`config.mk`:
```
export PLATFORM = sky130hd
export DESIGN_NAME = unit_sched
export DESIGN_NICKNAME = d
export VERILOG_FILES = /design/src/rtl/unit_sched.sv
export SDC_FILE = /design/constraint.sdc
export NUM_CORES = 1
export LEC_CHECK = 0
export CORE_UTILIZATION = 30
export DETAILED_ROUTE_END_ITERATION = 10
export PLACE_DENSITY = 0.5
export REMOVE_ABC_BUFFERS = 1
export SLEW_MARGIN = 5
export SYNTH_ARGS = -nofsm -noshare
export SYNTH_HDL_FRONTEND = slang
export SYNTH_SLANG_ARGS = --single-unit
```
`constraint.sdc`:
```
create_clock -name CLK -period 1.7 [get_ports CLK]
set_clock_uncertainty 0.15 [all_clocks]
set_input_delay 0.17 -clock CLK [delete_from_list [all_inputs] [get_ports CLK]]
set_output_delay 0.17 -clock CLK [all_outputs]
set_load 0.01 [all_outputs]
```
`src/rtl/unit_sched.sv`:
```
// Round-robin unit scheduler: examines one unit per cycle for a free, ready and
// unmasked target, holds the grant until tx_done, and tracks outstanding work.
module unit_sched #(
   parameter  int N_UNITS = 4,
   parameter  int TIMEOUT = 4096,
   localparam int UW      = (N_UNITS > 1) ? $clog2(N_UNITS) : 1,
   localparam int CW      = $clog2(N_UNITS + 1),
   localparam int WW      = $clog2(TIMEOUT + 1)
) (
   input  logic               CLK,
   input  logic               RESET_N,
   input  logic               req,
   input  logic               tx_done,
   input  logic [N_UNITS-1:0] unit_ready,
   input  logic [N_UNITS-1:0] unit_tx_mask,
   input  logic [N_UNITS-1:0] unit_result,
   output logic               grant,
   output logic [UW-1:0]      grant_unit,
   output logic [N_UNITS-1:0] busy,
   output logic [CW-1:0]      n_busy,
   output logic               idle,
   output logic               err
);

   typedef enum logic [1:0] {
      S_IDLE   = 2'd0,
      S_SEARCH = 2'd1,
      S_GRANT  = 2'd2
   } state_e;

   state_e             state_q, state_d;
   logic [UW-1:0]      ptr_q, ptr_d;
   logic [UW-1:0]      gu_q, gu_d;
   logic               grant_q, grant_d;
   logic [N_UNITS-1:0] busy_q, busy_d;
   logic [CW-1:0]      nbusy_q;
   logic               idle_q;
   logic               err_q, err_d;
   logic [WW-1:0]      wd_q, wd_d;
   logic               elig;
   logic [1:0]         rst_sync_q;
   logic               rst_n_int;

   function automatic logic [UW-1:0] next_idx(input logic [UW-1:0] i);
      if (i == UW'(N_UNITS - 1)) begin
         return '0;
      end else begin
         return i + UW'(1);
      end
   endfunction

   function automatic logic [CW-1:0] popcnt(input logic [N_UNITS-1:0] v);
      logic [CW-1:0] c;
      c = '0;
      for (int i = 0; i < N_UNITS; i++) begin
         c = c + CW'(v[i]);
      end
      return c;
   endfunction

   // Reset asserts immediately but releases on a clock edge so the FSM leaves reset cleanly.
   always_ff @(posedge CLK or negedge RESET_N) begin
      if (!RESET_N) begin
         rst_sync_q <= 2'b00;
      end else begin
         rst_sync_q <= {rst_sync_q[0], 1'b1};
      end
   end

   assign rst_n_int = rst_sync_q[1];

   // Next-state logic; a result clears busy first so a same-cycle tx_done set wins.
   always_comb begin
      state_d = state_q;
      ptr_d   = ptr_q;
      gu_d    = gu_q;
      grant_d = grant_q;
      busy_d  = busy_q & ~unit_result;
      err_d   = err_q;
      wd_d    = '0;
      elig    = unit_ready[ptr_q] & ~unit_tx_mask[ptr_q] & ~busy_q[ptr_q];

      if (|(unit_result & ~busy_q)) begin
         err_d = 1'b1;
      end else begin
         err_d = err_q;
      end

      case (state_q)
         S_IDLE: begin
            grant_d = 1'b0;
            if (tx_done) begin
               err_d = 1'b1;
            end else begin
               err_d = err_d;
            end
            if (req) begin
               state_d = S_SEARCH;
            end else begin
               state_d = S_IDLE;
            end
         end
         S_SEARCH: begin
            if (tx_done || (wd_q == WW'(TIMEOUT - 1))) begin
               err_d = 1'b1;
            end else begin
               err_d = err_d;
            end
            if (!req) begin
               state_d = S_IDLE;
            end else if (elig) begin
               gu_d    = ptr_q;
               grant_d = 1'b1;
               state_d = S_GRANT;
            end else begin
               ptr_d = next_idx(ptr_q);
               wd_d  = (wd_q == WW'(TIMEOUT - 1)) ? wd_q : wd_q + WW'(1);
            end
         end
         S_GRANT: begin
            if (tx_done) begin
               busy_d[gu_q] = 1'b1;
               ptr_d        = next_idx(gu_q);
               grant_d      = 1'b0;
               state_d      = S_IDLE;
            end else begin
               grant_d = 1'b1;
            end
         end
         default: begin
            grant_d = 1'b0;
            state_d = S_IDLE;
         end
      endcase
   end

   // State and output registers; idle and n_busy track the registered busy vector.
   always_ff @(posedge CLK or negedge rst_n_int) begin
      if (!rst_n_int) begin
         state_q <= S_IDLE;
         ptr_q   <= '0;
         gu_q    <= '0;
         grant_q <= 1'b0;
         busy_q  <= '0;
         nbusy_q <= '0;
         idle_q  <= 1'b1;
         err_q   <= 1'b0;
         wd_q    <= '0;
      end else begin
         state_q <= state_d;
         ptr_q   <= ptr_d;
         gu_q    <= gu_d;
         grant_q <= grant_d;
         busy_q  <= busy_d;
         nbusy_q <= popcnt(busy_q);
         idle_q  <= (state_d == S_IDLE) && (popcnt(busy_q) == CW'(0));
         err_q   <= err_d;
         wd_q    <= wd_d;
      end
   end

   assign grant      = grant_q;
   assign grant_unit = gu_q;
   assign busy       = busy_q;
   assign n_busy     = nbusy_q;
   assign idle       = idle_q;
   assign err        = err_q;

endmodule

```
==> summary.txt <==
Final layout
  – Area Growth Syn to Fin: 59.9%
  – Share of layout cells above drive strength 1: 0.422
  – Design Area, Final: 0.00287 mm²
  – Post-Layout Cell Count: 335
  – # diodes: 0
  – Net count, final: slightly below 300
  – Final Core Density: 0.509

Pwr
  – P_sw: 877 µW
  – Combinational fraction of design power: 0.414
  – Seq pwr share: 0.358
  – Peak supply drop: 0.000585 V
  – Pwr Total: 2660 µW
  – Power Dens Cells: 926 mW/mm²
  – Switching Fraction: 0.330
  – Clk network pwr share: 0.227
  – Internal power: between 1500 and 2000 µW
  – P_leak: 0.00122 µW

Yosys
  – Yosys top cell by area: dfrtp_1
  – Yosys warns: 0
  – Largest family of logic cells by synthesized area: simple AND/OR/NAND/NOR gates
  – Simple-Gate Fraction of Synth Area: 0.233
  – Xor and xnor area share after synthesis: 0
  – Top cell type's share of synthesized area: 0.418
  – Synthesized area: 0.00180 mm²
  – Synth Area in Compound Gates: 0.157
  – Mux cell area share after synthesis: 0.0369
  – Most numerous cell in the Yosys netlist: dfrtp_1
  – Register bit total from synthesis: 31
  – Async S/R FF share, synth: 1.00
  – Prevailing post-synth register cell: dfrtp_1
  – Seq/Total Area, Yosys: 0.432
  – Synth cell count leaders: dfrtp_1 (30), inv_1 (15), a21oi_1 (14)
  – Distinct cells, synth: 41
  – Post-Synth Adder-Cell Area: 0.0947
  – Synth area leaders: dfrtp_1 (42%), ha_1 (8.4%), a21oi_1 (3.9%)
  – Avg Inst Size Synth: 10.4 µm²
  – Post-Synthesis Cells: 172
  – Number of flops mapped to enable cells by yosys: 0

Floorplanning
  – Die width: 79.4 µm
  – CORE AREA: ~0.0056 mm²
  – Die Y: 79.4 µm
  – Num ports: 28
  – Initial Util: 0.318
  – Row cnt: 27
  – Die area: 0.00630 mm²

Clock network
  – Maximum buffer depth of the clock tree: 2
  – H-Tree Depth: 2
  – CTS Buf Count: 5
  – Worst skew pair latency: 280 ps
  – TritonCTS clock tree: done
  – Clock edge transition at the registers on the reported setup and hold paths: 70 ps
  – Root Buffer Master: clkbuf_8
  – Clk sinks: 31

Critical path
  – Worst path cell trace: inv_2 -> fa_1 -> inv_2 -> ha_4 -> ha_4 -> or3_4 -> nor3_2
  – Worst flop-to-flop path startpoint: busy[0]$_DFF_PN0_
  – Worst path depth: 7
  – Critical Path RT: 1760 ps
  – Startpoint types: flip-flop
  – Crit path max-delay family: adder cells
  – Critical path fanouts, max: 2
  – Crit path DAT: 2080 ps
  – Slowest CP cell: fa_1
  – Crit Reg-Reg Endpoint: idle$_DFF_PN1_
  – End point of the critical path: idle$_DFF_PN1_
  – CP max stage delay: 550 ps
  – Slack of the worst reg-to-reg path: -330 ps
  – R2R depth: 7
  – Critical path launch point: busy[0]$_DFF_PN0_
  – Crit path buf inv count: 2
  – Setup Crit Path Kind: reg2reg
  – Endpoint class of the critical path: flip-flop

STA
  – Final Slew Violations: 0
  – Final worst setup slack: -327 ps
  – Max Freq: 493 MHz
  – Final setup viols: 19
  – Final Hold Fails: 0
  – Period minus WS final: 2030 ps
  – RSZ-0062 raised after global routing: true
  – Tcrit/Tclk final: 1.19

GRT
  – Largest net degree at the start of global routing: 19
  – Global-route wire length before repair: a little over 8000 µm
  – Congestion Overflow GR: 0
  – Antenna violations before repair: 0
  – All-Layer GR Usage: 0.169
  – Vias in the first global route: 1,733

Hold path
  – Worst hold path class: reg2async

Place
  – RD Place Congestion: 0.828
  – # placed instances: between 300 and 400
  – DP Area: 0.00249 mm²
  – Port bufs: 27
  – HPWL after detailed placement: 3480 µm

Detailed routing
  – WL final: a little under 5000 µm
  – WL per Instance: 14.7 µm
  – Via count: ~1,700
  – Post-detailed-route count of antenna-violating nets: 0
  – First-pass DRT Iterations: 4
  – Post-DR vias/cell: 4.93
  – DRC Markers: 0
  – Iter 0 DRT Violations: 49

Run
  – Max cap viols: 0

Run status
  – Failing checks: negative setup slack
  – Outcome: finished with violations
[worst register-to-register path: cells and delay by family, from the launching register on]
family	cells	cell delay, ps
adders and majority gates	3	910
and+or+nand+nor	2	430
DFF	1	370
buffers and inverters	2	110
[state kept, by name, summed over array words and instances (netlist names)]
signal      count
state_q         2
ptr_q           2
n_busy          3
grant_unit      2
grant           1
rst_sync_q      2
err             1
busy            4
idle            1
wd_q           13
[how the worst min path moves through the flow]
stage / startpoint / endpoint / slack, ps
3_5_place_dp: rst_sync_q[1]$_DFF_PN0_ / wd_q[0]$_DFFE_PN0P_ / 40
4_1_cts: rst_sync_q[1]$_DFF_PN0_ / wd_q[0]$_DFFE_PN0P_ / 50
6_report: rst_sync_q[1]$_DFF_PN0_ / wd_q[0]$_DFFE_PN0P_ / 40
5_1_grt: rst_sync_q[1]$_DFF_PN0_ / wd_q[0]$_DFFE_PN0P_ / 70
2_1_floorplan: RESET_N / rst_sync_q[0]$_DFF_PN0_ / -280
3_3_place_gp: rst_sync_q[1]$_DFF_PN0_ / wd_q[0]$_DFFE_PN0P_ / 40
[per-layer routing]
layer,routed length [µm],global-route usage,up-vias
met5,0,0,-
met4,37,0.0545,0
met3,174,0.0423,4
met2,2470,0.286,30
met1,2230,0.209,809
li1,-,-,809
[area by class of cell]
cell class,count,area [µm²]
timing repair buffer,87,746
inverter,15,56.3
tap,72,90.1
sequential,31,779
clock buffer,7,86.3
multi-input combinational,122,1110
clock inverter,1,5.00
fill,501,2770
[through the flow]
step | setup WS, ps | TNS [ps] | hold slack [ps]
global placement | -420 | -4760 | 41.7
detailed placement | -475 | -5200 | 40.4
CTS | -436 | -2000 | 47.1
floorplan | -529 | -2250 | -276
global route | -392 | -3830 | 69.8
finish | -327 | -2480 | 38.0
[kinds of logic after synthesis]
logic type                 after synthesis
and+or+nand+nor                         58
AOI/OAI and AO/OA                       44
DFF                                     31
buffers and inverters                   19
adders and majority gates               13
muxes                                    6
other                                    1
[timing repair]
action                     4_1_cts  5_1_grt
setup endpoints to repair       20       23
hold endpoints to repair         2        0
pin swaps                       23        9
buffers inserted                 9        3
gates resized for setup         35       18
cloned                           1        0
hold buffers                     1        0
[layout by cell type (no fill, tap or decap), drive strengths merged, types with 3 or more instances in the layout]
master / instances
buf: 59
dfrtp: 30
clkdlybuf4s50: 27
inv: 15
a21oi: 14
o21ai: 13
ha: 12
nand3: 11
nand2: 9
clkbuf: 7
o31ai: 7
nor2: 7
or3: 5
o211ai: 4
mux2i: 4
or4: 4
nor4b: 3
nand2b: 3
nor3: 3
[power by group through the flow]
stage / sequential (µW) / combinational [µW] / clock [µW]
floorplan: 973 / 427 / 0
global placement: 938 / 893 / 0
detailed placement: 947 / 901 / 0
CTS: 944 / 1060 / 628
global route: 964 / 1200 / 670
finish: 953 / 1100 / 604
(Power assumes the default switching activity.)
==> RTL edit: new RTL, same settings <==
Change the parameter `N_UNITS` from 4 to 2.
--- a/src/rtl/unit_sched.sv
+++ b/src/rtl/unit_sched.sv
@@ -1,7 +1,7 @@
 // Round-robin unit scheduler: examines one unit per cycle for a free, ready and
 // unmasked target, holds the grant until tx_done, and tracks outstanding work.
 module unit_sched #(
-   parameter  int N_UNITS = 4,
+   parameter  int N_UNITS = 2,
    parameter  int TIMEOUT = 4096,
    localparam int UW      = (N_UNITS > 1) ? $clog2(N_UNITS) : 1,
    localparam int CW      = $clog2(N_UNITS + 1),
Interface: changed (6 resized); port bits go from 28 to 18. No check against the original RTL was run, so the function may have changed too.
==> RTL edit against the original RTL <==
The run still ends with setup timing left. Die area fell by 18%. Cell area fell by 19%. First-iteration DRC count fell by 35%. Wire length fell by 16%. Power fell by 26%. Setup slack improved by 0.17 ns. Global-route usage fell by 0.12 points. Synthesized area fell by 18%. Sequential cell count fell by 5.
==> RTL edit: results (changes against the original RTL) <==
Post-synth top cells - 25 x dfrtp_1, 18 x nand2_1, 10 x o21ai_0 (was 30 x dfrtp_1, 15 x inv_1, 14 x a21oi_1)
Initial DRC Count - 32 (was 49)
Final wirelength - 4.15 mm (was 4.91 mm)
Outcome - complete, but fails checks (unchanged)
CTS Root Cell - clkbuf_8 (unchanged)
Compound-gate portion of the synthesized area - 0.178 (was 0.157)
Fraction of registers with async set/reset - 1.00 (unchanged)
Initial antenna violation count - 0 (unchanged)
Most flop-heavy register - wd_q (unchanged)
Failing checks - setup timing (unchanged)
LEAKAGE - 1.03 nW (was 1.22 nW)
Clock latency on the worst-skew pair - 0.28 ns (about the same)
Max reg flops - 13 (unchanged)
YS warnings - 0 (unchanged)
Global-route wire length before repair - 6.79 mm (was 8.10 mm)
Worst-path clk slew - 0.09 ns (was 0.07 ns)
Buffers on Ports - 17 (was 27)
Gpl congestion - 0.814 (was 0.828)
Synth area leaders - dfrtp_1 43%, ha_1 6.0%, nand2_1 4.6% (was dfrtp_1 42%, ha_1 8.4%, a21oi_1 3.9%)
WP data arrival - 1.92 ns (was 2.08 ns)
Hold Path Class - reg -> async (unchanged)
Synth unique cells - 43 (was 41)
Vias in the first global route - 1445 (was 1733)
Via density per instance - 4.97 (was 4.93)
Nets@finish - 229 (was 291)
Clock Path Buffers - 2 (unchanged)
Xor and xnor area share after synthesis - 0.00597 (was 0)
Max VDD drop - 0.497 mV (was 0.585 mV)
Antenna cell count - 0 (unchanged)
Setup violations, final - 14 (was 19)
CTS buffer count - 3 (was 5)
Worst Setup Slack, final - -0.161 ns (was -0.327 ns)
Ratio of cells with drive above 1 in the final layout - 0.389 (was 0.422)
Mux share of post-synthesis cell area - 0.0486 (was 0.0369)
Detailed Place HPWL - 2.64 mm (was 3.48 mm)
Largest net degree at the start of global routing - 18 (was 19)
DRT Pass-1 Iters - 4 (unchanged)
Worst-path fanout max - 7 (was 2)
Placed inst area - 0.00196 mm2 (was 0.00249 mm2)
H-tree levels - 1 (was 2)
GRT Util Overall - 0.168 (was 0.169)
Post-synthesis sequential area ratio - 0.445 (was 0.432)
Adder-Cell Fraction of Synth Area - 0.0597 (was 0.0947)
RTL edit: cell types whose count changed after synthesis, sizes merged, moves of 4 or more:
cell,delta
inv,-10
nand2,+9
o31ai,-7
nor2,-6
a2111o,+5
a21oi,-5
dfrtp,-5
ha,-5
or3,-5
buf,+4
o211ai,-4
or4,-4
RTL edit: through the flow:
step           setup WS (ns)  total power [mW]  hold WS, ns  TNS [ns]  cells
3_5_place_dp          -0.427              1.31      -0.0172     -5.72    260
3_3_place_gp          -0.373              1.30      -0.0238     -5.25    260
2_1_floorplan         -0.746              1.00       -0.276     -8.20    138
5_1_grt               -0.201              2.05        0.111     -2.42    278
4_1_cts               -0.161              1.86       0.0945     -1.44    271
6_report              -0.161              1.97       0.0814     -1.51    278
RTL edit: worst paths after layout:
kind | endpoint | cells past startpoint | from | slack, ns
max | wd_q[6] | 4 | ptr_q | -0.16
min | idle | 0 | rst_sync_q[1] | 0.08
max reg2reg | wd_q[6] | 4 | ptr_q | -0.16
min reg2reg | idle | 0 | rst_sync_q[1] | 0.08
max in group asynchronous | grant | 1 | rst_sync_q[1] | 0.59
min in group CLK | rst_sync_q[1] | 0 | rst_sync_q[0] | 0.21
RTL edit: cell type report:
| cell class | count | area, um2 |
|---|---|---|
| inverters | 5 | 18.8 |
| fillers | 446 | 2380 |
| multi-input cells | 108 | 920 |
| flip-flops and latches | 26 | 652 |
| clock buffers | 4 | 55.1 |
| repair buffers | 68 | 612 |
| well taps | 67 | 83.8 |
RTL edit: what timing repair did:
item                       CTS  global route
setup buffers                4             9
pin swaps                   14            14
gates cloned                 1             0
setup endpoints to repair   17            19
gates resized for setup     33            23
hold endpoints to repair     8             0
hold buffers                 2             0
RTL edit: metal layers:
| metal | vias to the layer above | track usage | wire length (um) |
|---|---|---|---|
| met4 | 0 | 0.0632 | 60 |
| li1 | 663 | - | - |
| met5 | - | 0 | 0 |
| met1 | 692 | 0.208 | 1900 |
| met3 | 7 | 0.0208 | 72 |
| met2 | 19 | 0.299 | 2120 |
RTL edit: worst max-delay path, stage by stage, from the launching register on:
cell	delay [ns]
dfrtp_1	0.39
or4b_4	0.56
and3_4	0.21
a2111o_1	0.41
o21ai_1	0.08
RTL edit: cell families (layout without fill, tap and decap cells):
logic type / after synthesis / in the layout
xor+xnor: 1 / 1
mux: 7 / 7
flops: 26 / 26
compound gates: 36 / 36
buf+inv: 12 / 77
simple gates: 55 / 56
fa+ha+maj: 7 / 7
other cells: 1 / 1
RTL edit: where the power goes:
part	switching, mW	internal (mW)
logic	0.376	0.459
clock network	0.207	0.208
registers	0.0388	0.678
total	0.622	1.34
